**src/rtl/cam_rgb444_capture.sv**
```systemverilog
// Camera RGB444 byte-stream capture: pairs bytes into 12-bit pixels, tracks x/y position,
// discards settling frames after enable, and flags malformed lines or frames.
module cam_rgb444_capture #(
    parameter int H_ACTIVE    = 640,
    parameter int V_ACTIVE    = 480,
    parameter int SKIP_FRAMES = 2
) (
    input  logic        clk,
    input  logic        rst,
    input  logic        enable,
    input  logic        vsync,
    input  logic        href,
    input  logic [7:0]  d,
    output logic [15:0] rgb_data,
    output logic        pixel_valid,
    output logic [9:0]  x_cnt,
    output logic [8:0]  y_cnt,
    output logic        frame_start,
    output logic        frame_done,
    output logic        line_err
);

    localparam int SKW = (SKIP_FRAMES < 2) ? 1 : $clog2(SKIP_FRAMES + 1);
    localparam logic [SKW-1:0] SKIP_LAST = SKW'((SKIP_FRAMES > 0) ? SKIP_FRAMES - 1 : 0);
    localparam logic [10:0]    H_LEN     = 11'(H_ACTIVE);
    localparam logic [8:0]     V_LEN     = 9'(V_ACTIVE);

    typedef enum logic [1:0] {
        IDLE   = 2'd0,
        SKIP   = 2'd1,
        WAIT   = 2'd2,
        ACTIVE = 2'd3
    } state_t;

    state_t state_q, state_d;

    logic           vs_q, vs_q2, hr_q, hr_q2;
    logic [7:0]     d_q;
    logic           vs_rise, vs_fall, hr_fall;

    logic [SKW-1:0] skip_cnt_q, skip_cnt_d;
    logic           phase_q, phase_d;
    logic [3:0]     r_q, r_d;
    logic [10:0]    pix_cnt_q, pix_cnt_d;
    logic [15:0]    rgb_data_q, rgb_data_d;
    logic           pixel_valid_q, pixel_valid_d;
    logic [9:0]     x_cnt_q, x_cnt_d;
    logic [8:0]     y_cnt_q, y_cnt_d;
    logic [8:0]     y_line;
    logic           frame_start_q, frame_start_d;
    logic           frame_done_q, frame_done_d;
    logic           line_err_q, line_err_d;

    function automatic logic [10:0] sat_inc_pix(input logic [10:0] v);
        return (v == 11'h7FF) ? v : v + 11'd1;
    endfunction

    function automatic logic [9:0] sat_x(input logic [10:0] v);
        return (v > 11'd1023) ? 10'd1023 : v[9:0];
    endfunction

    function automatic logic [8:0] sat_inc_y(input logic [8:0] v);
        return (v == 9'd511) ? v : v + 9'd1;
    endfunction

    // Input stage: one register on the camera pins plus history for edge detection
    always_ff @(posedge clk or negedge rst) begin
        if (!rst) begin
            vs_q  <= 1'b0;
            vs_q2 <= 1'b0;
            hr_q  <= 1'b0;
            hr_q2 <= 1'b0;
            d_q   <= 8'd0;
        end else begin
            vs_q  <= vsync;
            vs_q2 <= vs_q;
            hr_q  <= href;
            hr_q2 <= hr_q;
            d_q   <= d;
        end
    end

    assign vs_rise = vs_q & ~vs_q2;
    assign vs_fall = ~vs_q & vs_q2;
    assign hr_fall = ~hr_q & hr_q2;

    always_ff @(posedge clk or negedge rst) begin
        if (!rst) begin
            state_q <= IDLE;
        end else begin
            state_q <= state_d;
        end
    end

    always_comb begin
        state_d = state_q;
        case (state_q)
            IDLE: begin
                if (enable && vs_fall) begin
                    state_d = (SKIP_FRAMES > 0) ? SKIP : ACTIVE;
                end
            end
            SKIP: begin
                if (vs_rise && (skip_cnt_q == SKIP_LAST)) begin
                    state_d = WAIT;
                end
            end
            WAIT: begin
                if (vs_fall) begin
                    state_d = enable ? ACTIVE : IDLE;
                end
            end
            ACTIVE: begin
                if (vs_rise) begin
                    state_d = WAIT;
                end
            end
            default: state_d = IDLE;
        endcase
    end

    always_comb begin
        skip_cnt_d    = skip_cnt_q;
        phase_d       = phase_q;
        r_d           = r_q;
        pix_cnt_d     = pix_cnt_q;
        rgb_data_d    = rgb_data_q;
        pixel_valid_d = 1'b0;
        x_cnt_d       = x_cnt_q;
        y_cnt_d       = y_cnt_q;
        y_line        = y_cnt_q;
        frame_start_d = 1'b0;
        frame_done_d  = 1'b0;
        line_err_d    = line_err_q;

        if (state_q == IDLE) begin
            skip_cnt_d = '0;
        end else if ((state_q == SKIP) && vs_rise) begin
            skip_cnt_d = skip_cnt_q + SKW'(1);
        end

        if (state_q == ACTIVE) begin
            if (hr_q) begin
                phase_d = ~phase_q;
                if (!phase_q) begin
                    r_d = d_q[3:0];
                end else begin
                    rgb_data_d    = {4'b0000, r_q, d_q};
                    pixel_valid_d = 1'b1;
                    x_cnt_d       = sat_x(pix_cnt_q);
                    pix_cnt_d     = sat_inc_pix(pix_cnt_q);
                    if ((pix_cnt_q == 11'd0) && (y_cnt_q == 9'd0)) begin
                        frame_start_d = 1'b1;
                        line_err_d    = 1'b0;
                    end
                end
            end

            // Line end: an odd byte count or a short/long line marks the frame bad
            if (hr_fall) begin
                if (phase_q || (pix_cnt_q != H_LEN)) begin
                    line_err_d = 1'b1;
                end
                y_line    = sat_inc_y(y_cnt_q);
                phase_d   = 1'b0;
                pix_cnt_d = 11'd0;
            end
            y_cnt_d = y_line;

            // Frame end; href still high here means the line was cut short
            if (vs_rise) begin
                frame_done_d = 1'b1;
                if (hr_q || (y_line != V_LEN)) begin
                    line_err_d = 1'b1;
                end
                y_cnt_d   = 9'd0;
                phase_d   = 1'b0;
                pix_cnt_d = 11'd0;
            end
        end else begin
            phase_d   = 1'b0;
            pix_cnt_d = 11'd0;
            y_cnt_d   = 9'd0;
        end
    end

    always_ff @(posedge clk or negedge rst) begin
        if (!rst) begin
            skip_cnt_q    <= '0;
            phase_q       <= 1'b0;
            r_q           <= 4'd0;
            pix_cnt_q     <= 11'd0;
            rgb_data_q    <= 16'd0;
            pixel_valid_q <= 1'b0;
            x_cnt_q       <= 10'd0;
            y_cnt_q       <= 9'd0;
            frame_start_q <= 1'b0;
            frame_done_q  <= 1'b0;
            line_err_q    <= 1'b0;
        end else begin
            skip_cnt_q    <= skip_cnt_d;
            phase_q       <= phase_d;
            r_q           <= r_d;
            pix_cnt_q     <= pix_cnt_d;
            rgb_data_q    <= rgb_data_d;
            pixel_valid_q <= pixel_valid_d;
            x_cnt_q       <= x_cnt_d;
            y_cnt_q       <= y_cnt_d;
            frame_start_q <= frame_start_d;
            frame_done_q  <= frame_done_d;
            line_err_q    <= line_err_d;
        end
    end

    assign rgb_data    = rgb_data_q;
    assign pixel_valid = pixel_valid_q;
    assign x_cnt       = x_cnt_q;
    assign y_cnt       = y_cnt_q;
    assign frame_start = frame_start_q;
    assign frame_done  = frame_done_q;
    assign line_err    = line_err_q;

endmodule

```
**config.mk**
```make
export PLATFORM = sky130hd
export DESIGN_NAME = cam_rgb444_capture
export DESIGN_NICKNAME = d
export VERILOG_FILES = /design/src/rtl/cam_rgb444_capture.sv
export SDC_FILE = /design/constraint.sdc
export NUM_CORES = 1
export LEC_CHECK = 0
export ABC_AREA = 1
export CAP_MARGIN = 20
export CORE_ASPECT_RATIO = 0.75
export CORE_UTILIZATION = 45
export DETAILED_ROUTE_END_ITERATION = 8
export PLACE_DENSITY = 0.69
export SYNTH_ARGS = -nofsm -noshare
export SYNTH_HDL_FRONTEND = slang
export SYNTH_SLANG_ARGS = --single-unit
```
**constraint.sdc**
```tcl
create_clock -name clk -period 2.95 [get_ports clk]
set_input_delay 0.4425 -clock clk [delete_from_list [all_inputs] [get_ports clk]]
set_output_delay 0.4425 -clock clk [all_outputs]
set_load 0.005 [all_outputs]
```
# After elaboration in Yosys (flattened, before gate mapping)

Cells that the tools add are included.

Word-level logic and storage cells: 97
Output and inout port bits: 39
Bits of input ports: 13
Register bits: 67

Reductions and logical operators: 14
Equality and inequality tests: 15
$add $sub $neg: 3
Bitwise gates (word level): 7
$lt $le $gt $ge: 1
Muxes and demuxes: 40

Operator list:

| operator                                                | number |
|---|---|
| two-way mux 11 bit                                      | 6 |
| two-way mux 9 bit                                       | 5 |
| two-way mux 1 bit                                       | 20 |
| two-way mux 2 bit                                       | 7 |
| inequality test 4 bit, second input constant            | 3 |
| adder 11 x 1 -> 11 bit, second input constant           | 1 |
| equality test 11 bit, second input constant             | 1 |
| > comparator 11 x 10 -> 1 bit, second input constant    | 1 |
| zero test 11 bit                                        | 1 |
| inequality test 11 x 10 -> 1 bit, second input constant | 1 |
| two-way mux 10 bit                                      | 1 |
| adder 9 x 1 -> 9 bit, second input constant             | 1 |
| equality test 9 bit, second input constant              | 1 |
| zero test 9 bit                                         | 1 |
| inequality test 9 bit, second input constant            | 1 |
| AND reduction 3 bit                                     | 3 |
| inequality test 2 bit, second input constant            | 4 |
| one-hot mux 2 bit (4 select lines)                      | 1 |
| equality test 2 x 1 -> 1 bit, second input constant     | 2 |
| equality test 2 bit, second input constant              | 2 |
| logical AND 1 bit                                       | 4 |
| inverter 1 bit                                          | 4 |
| AND reduction 4 bit                                     | 1 |
| AND 1 bit                                               | 3 |
| 4 further kinds                                         | 5 |

# Longest topological paths before layout

Gate-level depths: netlist of run 1.

Depth after elaboration: 9
Depth in mapped cells: 13
Depth with buffers taken out: 12

# Worst setup path before layout of run 1

No wires, ideal clock.

Kind: register -> register
Start: reg y_cnt_q[0], in the netlist y_cnt[0]
End: reg line_err_q, in the netlist line_err
Data arrival time: 1,605 ps
Library setup time: 117 ps
Cell stages (with the launch flop): 13
Required time: 2,833 ps
Setup slack: 1,227 ps
Buffers on the path: 1
Period minus slack after synthesis: 1,723 ps
Path through: dfrtp_1 -> ha_1 -> nand2_1 -> nor2_1 -> nand2_1 -> clkbuf_1 -> nand3_1 -> nand2_1 -> nand2_1 -> nor2_1 -> nand3_1 -> nand2_1 -> nand2_1

Longest elaborated chain between the ends: 9
Elaborated cells between the ends (all ways): 16
Those cells by class: add/sub: 1; eq/ne: 2; mux: 10; reduce/logical: 3

RTL lines:

| element                                                                      | line | RTL |
|---|---|---|
| start: declaration                                                           | 48   | `logic [8:0] y_cnt_q, y_cnt_d;` |
| start signal: assignment                                                     | 208  | `y_cnt_q <= y_cnt_d;` |
| parallel branches: the longest is 8 deep, another holds adder 9 x 1 -> 9 bit | --   |  |
| two-way mux 1 bit *                                                          | 171  | `if (vs_rise) begin` |
| end signal: assignment                                                       | 211  | `line_err_q <= line_err_d;` |
| end: declaration                                                             | 52   | `logic line_err_q, line_err_d;` |

Every way passes the cells marked *. The select of a mux whose other input is x is not followed.
A chain may end at the register's enable or synchronous reset.

# Final worst setup path of run 1

Start: reg pix_cnt_q[0]
End: reg x_cnt_q[1], in the netlist x_cnt[1]

Longest elaborated chain between the ends: 2

RTL lines:

| element                       | line | RTL |
|---|---|---|
| start: declaration            | 44   | `logic [10:0] pix_cnt_q, pix_cnt_d;` |
| start signal: assignment      | 204  | `pix_cnt_q <= pix_cnt_d;` |
| > comparator 11 x 10 -> 1 bit | 59   | `return (v > 11'd1023) ? 10'd1023 : v[9:0];` |
| two-way mux 10 bit            | 59   |  |
| end signal: assignment        | 207  | `x_cnt_q <= x_cnt_d;` |
| end: declaration              | 47   | `logic [9:0] x_cnt_q, x_cnt_d;` |

No other way between the ends.

==> results.sh, run 1 <==
export IMPL_seqPwrFrac_pct=45.4
export IMPL_clkSinkCount=67
export IMPL_yosysTopAreaCell="dfrtp_1"
export IMPL_cts_tree="yes"
export IMPL_cts_buffer_depth=2
export IMPL_outcome="finished, final reports clean"
export IMPL_antenna_cells=0
export IMPL_slowest_stage="a21oi_1"
export IMPL_yosysUniqueCellTypes=36
export IMPL_maxCapViolCount=0
export IMPL_die_w_um=98.4
export IMPL_p_leak_nw=1.78
export IMPL_critPathArrivalTime_ns=2.21
export IMPL_firstDrtPassIters=6
export IMPL_worstMarginPinSlew_ns=0.665
export IMPL_hold_violations=0
export IMPL_utilization_pct=59.5
export IMPL_synth_seq_area_share_pct=53.5
export IMPL_path_common_cell="nor2_2"
export IMPL_core_area_um2=6510
export IMPL_synth_xor_area_share_pct=0.559
export IMPL_relSlewSlack_pct=55.7
export IMPL_synth_mux_area_share_pct=1.44
export IMPL_synth_top_area_share_pct=53.5
export IMPL_maxSlewViolCount=0
export IMPL_clockRootBuffer="clkbuf_8"
export IMPL_clock_power_share_pct=26.1
export IMPL_p_sw_mw=0.814
export IMPL_antenna_left=0
export IMPL_routabilityCongestion=0.870
export IMPL_cp_max_fo=8
export IMPL_ys_seq_elements=67
export IMPL_fmaxAchievable_ghz=0.492
export IMPL_finalSetupTns_ns=0
export IMPL_yosys_area_share_adder_pct=2.00
export IMPL_grt_overflow=0
export IMPL_grt_max_degree=68
export IMPL_drive_gt1_share_pct=10.1
export IMPL_rows=25
export IMPL_syn_avg_cell_area_um2=8.69
export IMPL_worst_setup_path_end_kind="flip-flop"
export IMPL_port_buffers=47
export IMPL_io_pins=52
export IMPL_ctsResizeCount=0
export IMPL_p_comb_share_pct=28.5
export IMPL_grt_first_pass_wirelength_um=11500
export IMPL_start_util_pct=48.2
export IMPL_synth_area_um2=3140
export IMPL_synth_top_cells_by_area="dfrtp_1 (53%), nand2_1 (11%), nor2_1 (4.9%), nand3_1 (4.5%), inv_1 (4.3%)"
export IMPL_antenna_found_initial=0
export IMPL_drc=0
export IMPL_nNetsFinal=432
export IMPL_post_cts_buffers=0
export IMPL_syn_inst=361
export IMPL_whs_ns=0.113
export IMPL_cts_clk_slew_worst_paths_ns=0.06
export IMPL_max_stage_delay_ns=0.56
export IMPL_hp_class="in2async"
export IMPL_internal_power_mw=1.94
export IMPL_vias=2571
export IMPL_post_drt_via_cell_ratio=5.16
export IMPL_period_share_pct=68.9
export IMPL_synth_simple_area_share_pct=28.4
export IMPL_cp_data_required_time_ns=3.13
export IMPL_critical_path_class="reg2reg"
export IMPL_synthToLayoutAreaGrowth_pct=23.5
export IMPL_cts_hold_buf=0
export IMPL_grt_pass1_vias=2408
export IMPL_cp_start_kind="flip-flop"
export IMPL_die_area_um2=7310
export IMPL_ys_flop_type="dfrtp_1"
export IMPL_synth_edf_count=0
export IMPL_skew_ns=0.00531
export IMPL_wl_per_cell_um=13.8
export IMPL_final_cell_area_um2=3870
export IMPL_totalPowerFinal_mw=2.76
export IMPL_fillers=599
export IMPL_first_iter_violations=196
export IMPL_worst_skew_pair_late_latency_ns=0.34
export IMPL_swShare_pct=29.5
export IMPL_finalSetupViolations=0
export IMPL_rsz0062_at_grt="false"
export IMPL_cts_made_buffers=9
export IMPL_vdd_ir_drop_worst_uv=619
export IMPL_synth_compound_area_share_pct=7.26
export IMPL_async_flop_share_pct=100
export IMPL_die_h_um=74.3
export IMPL_p_per_area_nw_per_um2=712
export IMPL_min_period_ns=2.03
export IMPL_ys_warn_count=0
export IMPL_totalWireLength_um=6870
export IMPL_synth_top_family_by_area="simple AND/OR/NAND/NOR gates"
export IMPL_place_area_um2=3690
export IMPL_htree_num_levels=3
export IMPL_dp_hpwl_um=4870
export IMPL_crit_chain="ha_1 -> nand3_2 -> nor2_2 -> nand2_2 -> nor2_2 -> nand2_1 -> a21oi_1 -> a31oi_1"
export IMPL_track_usage_pct=20.7
[layout make-up]
class                           instances  area, µm²  area share, %
Sequential cell                        67       1680           43.3
Multi-Input combinational cell        247       1260           32.5
Timing Repair Buffer                   52        515           13.3
Clock buffer                           11        141           3.65
Inverter                               37        139           3.59
Tap cell                               81        101           2.62
Clock inverter                          3       40.0           1.03
[placed cells by master, fill, tap and decap left out, types with 6 or more instances in the layout]
master           count
clkbuf_8            10
a21oi_1              7
a31oi_1             12
nand4_1              8
inv_1               36
nor3_1               8
nor2_1              41
nand3_1             28
clkdlybuf4s50_1     46
nand2_1             94
o21ai_2              6
dfrtp_1             67
[worst max-delay path, delay by kind of cell, from the launching register on]
| family | cells | cell delay [ns] |
|---|---|---|
| AO/OA/AOI/OAI | 2 | 0.73 |
| adder cells (fa/ha/maj) | 1 | 0.21 |
| flip-flops | 1 | 0.40 |
| AND/OR/NAND/NOR | 5 | 0.52 |
[metal layers]
layer / vias to the layer above / share of wire [%] / GRT usage, %
met5: - / 0 / 0
met4: 0 / 0.99 / 6.30
met3: 8 / 5.3 / 7.14
met2: 74 / 45 / 30.8
met1: 1212 / 48 / 28.8
li1: 1277 / - / -
[registers in the layout (all words and copies together), names as in the netlist]
signal,flops
line_err,1
d_q,8
pixel_valid,1
x_cnt,10
hr_q,1
vs_q,1
y_cnt,9
frame_start,1
rgb_data,12
pix_cnt_q,11
phase_q,1
frame_done,1
state_q,2
vs_q2,1
r_q,4
hr_q2,1
skip_cnt_q,2
[synthesized netlist by cell type (4+ instances only)]
library cell   n
nor4_1         4
nand4_1        8
dfrtp_1       67
nand2_1       94
o21ai_2        6
buf_4          4
nor3_1         8
a21oi_1        7
o21ai_0        5
inv_1         36
mux2_2         4
clkbuf_1       4
a31oi_1       12
nand3_1       28
nor2_1        41
ha_1           5
[logic make-up (layout without fill, tap and decap cells)]
kind of cell / Yosys count / count (layout)
flops: 67 / 67
other cells: 1 / 4
simple gates: 198 / 198
xor+xnor: 2 / 2
fa+ha+maj: 5 / 5
buf+inv: 50 / 103
mux: 4 / 4
compound gates: 34 / 34
[path summary, 6_finish.rpt]
kind | end | slack, ns | cells after the start | start
worst max-delay path | x_cnt[1] | 0.92 | 8 | pix_cnt_q[0]
worst min-delay path | hr_q | 0.11 | 2 | rst
worst max register to register | x_cnt[1] | 0.92 | 8 | pix_cnt_q[0]
worst min register to register | vs_q2 | 0.37 | 0 | vs_q
max in group asynchronous | x_cnt[2] | 2.54 | 2 | rst
min in group clk | vs_q2 | 0.37 | 0 | vs_q
[metrics by stage]
step / setup slack (ns) / std cells
global route: 0.674 / 498
global placement: 1.06 / 484
detailed placement: 0.922 / 484
finish: 0.918 / 498
CTS: 0.915 / 498
floorplan: 1.23 / 364
[power groups by stage]
stage          combinational, mW  sequential (mW)  clock [mW]
3_5_place_dp               0.795             1.27           0
4_1_cts                    0.796             1.25       0.745
3_3_place_gp               0.769             1.26           0
6_report                   0.787             1.25       0.719
5_1_grt                    0.875             1.28       0.786
2_1_floorplan              0.376             1.26           0
Power figures use the tool's default switching activity.
==> inputs of run 2 (changes only) <==
Settings changed: PLACE_DENSITY 0.69 to 0.72.
Clock period 2.95 ns to 1.66 ns, I/O delays scaled along.
==> results.sh, run 2 (synthesis gave the netlist of run 1 again) <==
export IMPL_firstDrtPassIters=7
export IMPL_hp_class="in2reg"
export IMPL_hold_path_cell_count=1
export IMPL_outcome="complete, but fails checks"
export IMPL_critical_path_class="reg2reg"
export IMPL_worstHoldStart="d[5]"
export IMPL_die_w_um=98.4
export IMPL_antenna_found_initial=0
export IMPL_utilization_pct=68.6
export IMPL_p_sw_mw=1.68
export IMPL_skew_ns=0.0101
export IMPL_dp_cells=511
export IMPL_start_util_pct=48.2
export IMPL_cts_made_buffers=9
export IMPL_cts_tree="yes"
export IMPL_reg2reg_depth=11
export IMPL_die_area_um2=7310
export IMPL_vdd_ir_drop_worst_uv=830
export IMPL_first_iter_violations=262
export IMPL_cp_max_fo=3
export IMPL_maxCapViolCount=0
export IMPL_violations="setup timing"
export IMPL_fmaxAchievable_ghz=0.557
export IMPL_totalWireLength_um=8440
export IMPL_die_h_um=74.3
export IMPL_critPathArrivalTime_ns=2.03
export IMPL_period_share_pct=108
export IMPL_crit_chain="buf_4 -> buf_6 -> inv_2 -> ha_1 -> nand2_1 -> nor2_2 -> nand4_1 -> nor4_2 -> nor2_1 -> nor2_1 -> nand2_1"
export IMPL_finalSetupTns_ns=-1.14
export IMPL_p_per_area_nw_per_um2=1180
export IMPL_nNetsFinal=478
export IMPL_final_common_cell="nand2_1"
export IMPL_htree_num_levels=3
export IMPL_rows=25
export IMPL_drive_gt1_share_pct=25.2
export IMPL_grt_pass1_vias=2616
export IMPL_core_area_um2=6510
export IMPL_antenna_cells=0
export IMPL_cts_buffer_depth=2
export IMPL_routabilityCongestion=0.928
export IMPL_grt_overflow=0
export IMPL_rsz0062_at_grt="true"
export IMPL_max_stage_delay_ns=0.42
export IMPL_cp_start_kind="flip-flop"
export IMPL_worst_skew_pair_late_latency_ns=0.34
export IMPL_internal_power_mw=3.60
export IMPL_cp_top_family="simple AND/OR/NAND/NOR gates"
export IMPL_r2r_setup_slack_ns=-0.14
export IMPL_cts_clk_slew_worst_paths_ns=0.08
export IMPL_clkSinkCount=67
export IMPL_port_buffers=47
export IMPL_p_comb_share_pct=32.7
export IMPL_layout_common_cells="nand2_1 (84), dfrtp_1 (66), clkdlybuf4s50_1 (45)"
export IMPL_synthToLayoutAreaGrowth_pct=42.3
export IMPL_drc=0
export IMPL_antenna_left=0
export IMPL_clockRootBuffer="clkbuf_8"
export IMPL_rr_startpoint="pix_cnt_q[0]"
export IMPL_relSlewSlack_pct=63.2
export IMPL_cp_data_required_time_ns=1.89
export IMPL_worstMarginPinSlew_ns=0.547
export IMPL_dp_hpwl_um=5200
export IMPL_setup_slack_ns=-0.136
export IMPL_p_leak_nw=2.09
export IMPL_r2r_end="line_err"
export IMPL_min_to="d_q[5]"
export IMPL_layout_cells_non_filler=545
export IMPL_grt_max_degree=68
export IMPL_maxSlewViolCount=0
export IMPL_swShare_pct=31.8
export IMPL_worst_setup_path_end_kind="flip-flop"
export IMPL_whs_ns=0.338
export IMPL_seqPwrFrac_pct=42.5
export IMPL_path_buf_inv=3
export IMPL_min_period_ns=1.80
export IMPL_track_usage_pct=22.9
export IMPL_slowest_stage="dfrtp_1"
export IMPL_io_pins=52
export IMPL_grt_first_pass_wirelength_um=12700
export IMPL_clock_power_share_pct=24.8
export IMPL_wl_per_cell_um=15.5
export IMPL_largest_reg_flops=12
export IMPL_post_drt_via_cell_ratio=5.32
export IMPL_finalSetupViolations=13
export IMPL_hold_violations=0
export IMPL_vias=2902
[run 2: worst max path at each step]
stage,startpoint,end,slack (ns),cells past startpoint
detailed placement,pix_cnt_q[1],x_cnt[0],-0.23,8
finish,pix_cnt_q[0],line_err,-0.14,11
global route,pix_cnt_q[0],line_err,-0.23,11
floorplan,pix_cnt_q[0],pix_cnt_q[5],-0.005,11
CTS,pix_cnt_q[0],pix_cnt_q[1],-0.09,12
global placement,pix_cnt_q[1],pix_cnt_q[7],-0.16,11
[run 2: cell type report]
| class | instances | area, µm² |
|---|---|---|
| clock buffer | 10 | 128 |
| sequential | 67 | 1680 |
| multi-input combinational | 248 | 1460 |
| fill | 494 | 2040 |
| timing repair buffer | 97 | 898 |
| inverter | 37 | 141 |
| tap | 81 | 101 |
| clock inverter | 5 | 55.1 |
[run 2: timing repair]
action                                 CTS  global route
gates cloned                             1             0
setup endpoints to repair               19            22
pin swaps                                3            16
resized for setup                       13            36
endpoints found under the hold margin   67             0
hold buffers                             1             0
buffers inserted                         7            11
[run 2: worst reg2reg max path, delay by kind of cell (launching register included)]
family	cells	cell delay (ns)
buffers and inverters	3	0.32
and+or+nand+nor	7	0.81
DFF	1	0.42
adders and majority gates	1	0.14
[run 2: stage by stage]
step / power (mW) / setup WS (ns) / instance area, µm²
finish: 5.28 / -0.136 / 4460
global route: 5.58 / -0.235 / 4460
CTS: 5.15 / -0.0850 / 4240
detailed placement: 3.75 / -0.233 / 3920
global placement: 3.68 / -0.158 / 3920
floorplan: 2.91 / -0.00490 / 3160
[run 2: power groups by stage]
stage          clock [mW]  sequential (mW)  combinational, mW
2_1_floorplan           0             2.24              0.669
3_3_place_gp            0             2.23               1.45
3_5_place_dp            0             2.25               1.49
4_1_cts              1.33             2.23               1.59
5_1_grt              1.41             2.28               1.89
6_report             1.31             2.24               1.73
[run 2: layer usage]
metal / share of wire (%) / global-route usage [%]
met4: 2.5 / 9.78
met3: 7.1 / 5.36
met1: 44 / 31.9
met5: 0 / 0
met2: 46 / 34.8
==> inputs of run 3 (changes only) <==
Settings changed: CORE_UTILIZATION 45 to 35, PLACE_DENSITY 0.72 to unset.
==> results.sh, run 3 (synthesis gave the netlist of run 1 again) <==
export IMPL_io_pins=52
export IMPL_worst_setup_path_end_kind="flip-flop"
export IMPL_totalWireLength_um=7650
export IMPL_maxCapViolCount=0
export IMPL_nNetsFinal=472
export IMPL_die_area_um2=9350
export IMPL_cp_start_kind="flip-flop"
export IMPL_grt_overflow=0
export IMPL_track_usage_pct=17.2
export IMPL_cts_made_buffers=9
export IMPL_largest_reg_flops=12
export IMPL_rsz0062_at_grt="true"
export IMPL_vias=2686
export IMPL_clockRootBuffer="clkbuf_16"
export IMPL_first_iter_violations=136
export IMPL_core_area_um2=8560
export IMPL_rows=29
export IMPL_layout_common_cells="nand2_1 (84), dfrtp_1 (67), clkdlybuf4s50_1 (46)"
export IMPL_period_share_pct=109
export IMPL_dp_cells=540
export IMPL_die_w_um=111
export IMPL_drive_gt1_share_pct=22.7
export IMPL_cts_clk_slew_worst_paths_ns=0.06
export IMPL_die_h_um=84.0
export IMPL_p_leak_nw=2.03
export IMPL_post_drt_via_cell_ratio=4.74
export IMPL_antenna_left=0
export IMPL_dp_hpwl_um=5170
export IMPL_worst_skew_pair_late_latency_ns=0.34
export IMPL_utilization_pct=52.2
export IMPL_fmaxAchievable_ghz=0.552
export IMPL_violations="setup timing"
export IMPL_critical_path_class="reg2reg"
export IMPL_clkSinkCount=67
export IMPL_critPathArrivalTime_ns=2.04
export IMPL_p_per_area_nw_per_um2=1270
export IMPL_layout_cells_non_filler=567
export IMPL_post_place_ws_ns=-0.228
export IMPL_antenna_found_initial=0
export IMPL_hold_violations=0
export IMPL_grt_max_degree=68
export IMPL_finalSetupViolations=11
export IMPL_min_period_ns=1.81
export IMPL_drc=0
export IMPL_grt_first_pass_wirelength_um=12600
export IMPL_setup_slack_ns=-0.151
export IMPL_wl_per_cell_um=13.5
export IMPL_outcome="complete, but fails checks"
export IMPL_start_util_pct=36.6
export IMPL_skew_ns=0.00770
export IMPL_routabilityCongestion=0.856
export IMPL_antenna_cells=0
export IMPL_hp_class="in2reg"
export IMPL_finalSetupTns_ns=-1.46
export IMPL_firstDrtPassIters=4
export IMPL_cts_buffer_depth=2
export IMPL_cts_tree="yes"
export IMPL_grt_pass1_vias=2570
export IMPL_cp_max_fo=8
export IMPL_synthToLayoutAreaGrowth_pct=42.5
export IMPL_vdd_ir_drop_worst_uv=573
export IMPL_port_buffers=47
export IMPL_r2r_setup_slack_ns=-0.15
export IMPL_maxSlewViolCount=0
export IMPL_cp_data_required_time_ns=1.89
export IMPL_final_common_cell="nand2_1"
export IMPL_htree_num_levels=3
## run 3: cell types whose count changed in the layout (fill, tap and decap cells not counted), moves of 3 or more
cell	delta
clkbuf_16	+9
clkbuf_8	-8
buf_4	-4
buf_6	-3
nor2_4	-3
## run 3: path summary, 6_finish.rpt
kind / endpoint / depth (start not counted) / from
max in group asynchronous: y_cnt[5] / 3 / rst
worst max register to register: pix_cnt_q[2] / 12 / pix_cnt_q[0]
worst max-delay path: pix_cnt_q[2] / 12 / pix_cnt_q[0]
min in group asynchronous: y_cnt[3] / 3 / rst
worst min register to register: vs_q2 / 0 / vs_q
worst min-delay path: d_q[5] / 1 / d[5]
## run 3: per-layer routing
layer / vias to the layer above / GRT usage, % / part of all wire, %
met5: - / 0 / 0
li1: 1359 / - / -
met1: 1261 / 24.9 / 50
met3: 12 / 3.63 / 3.7
met4: 0 / 6.27 / 1.4
met2: 54 / 25.3 / 45
## run 3: layout make-up
| cell class | instances | area, µm² |
|---|---|---|
| Clock buffer | 10 | 239 |
| Clock inverter | 6 | 48.8 |
| Fill cell | 788 | 4090 |
| Inverter | 37 | 139 |
| Multi-Input combinational cell | 248 | 1380 |
| Sequential cell | 67 | 1680 |
| Tap cell | 108 | 135 |
| Timing Repair Buffer | 91 | 852 |
## run 3: critical path, stage by stage, from the launching register on
cell      delay [ns]
dfrtp_1         0.36
ha_2            0.21
nand3_2         0.09
nor2_2          0.11
nand2_2         0.08
nor2_4          0.11
buf_6           0.11
nand3_4         0.07
o21bai_4        0.17
buf_12          0.15
nand2_8         0.10
nand2_2         0.09
o21ai_2         0.04
## run 3: metrics by stage
stage	hold slack (ns)	area (µm²)	power [mW]
global route	0.341	4470	6.03
floorplan	-0.0466	3160	2.91
finish	0.348	4470	5.68
CTS	0.342	4400	5.66
detailed placement	0.300	3960	3.73
global placement	0.296	3960	3.70
## run 3: report_power, final
part,switching (mW),total (mW),internal [mW]
clock network,0.754,1.82,1.06
registers,0.222,2.23,2.00
logic,0.754,1.64,0.884
total,1.73,5.68,3.95
## run 3: repair_timing
action                                 CTS  global route
hold buffers                             1             0
setup buffers                            6             3
endpoints found under the hold margin   67             0
gates resized for setup                 16            10
pin swaps                                7            11
cloned                                   1             0
setup endpoints to repair               19            23
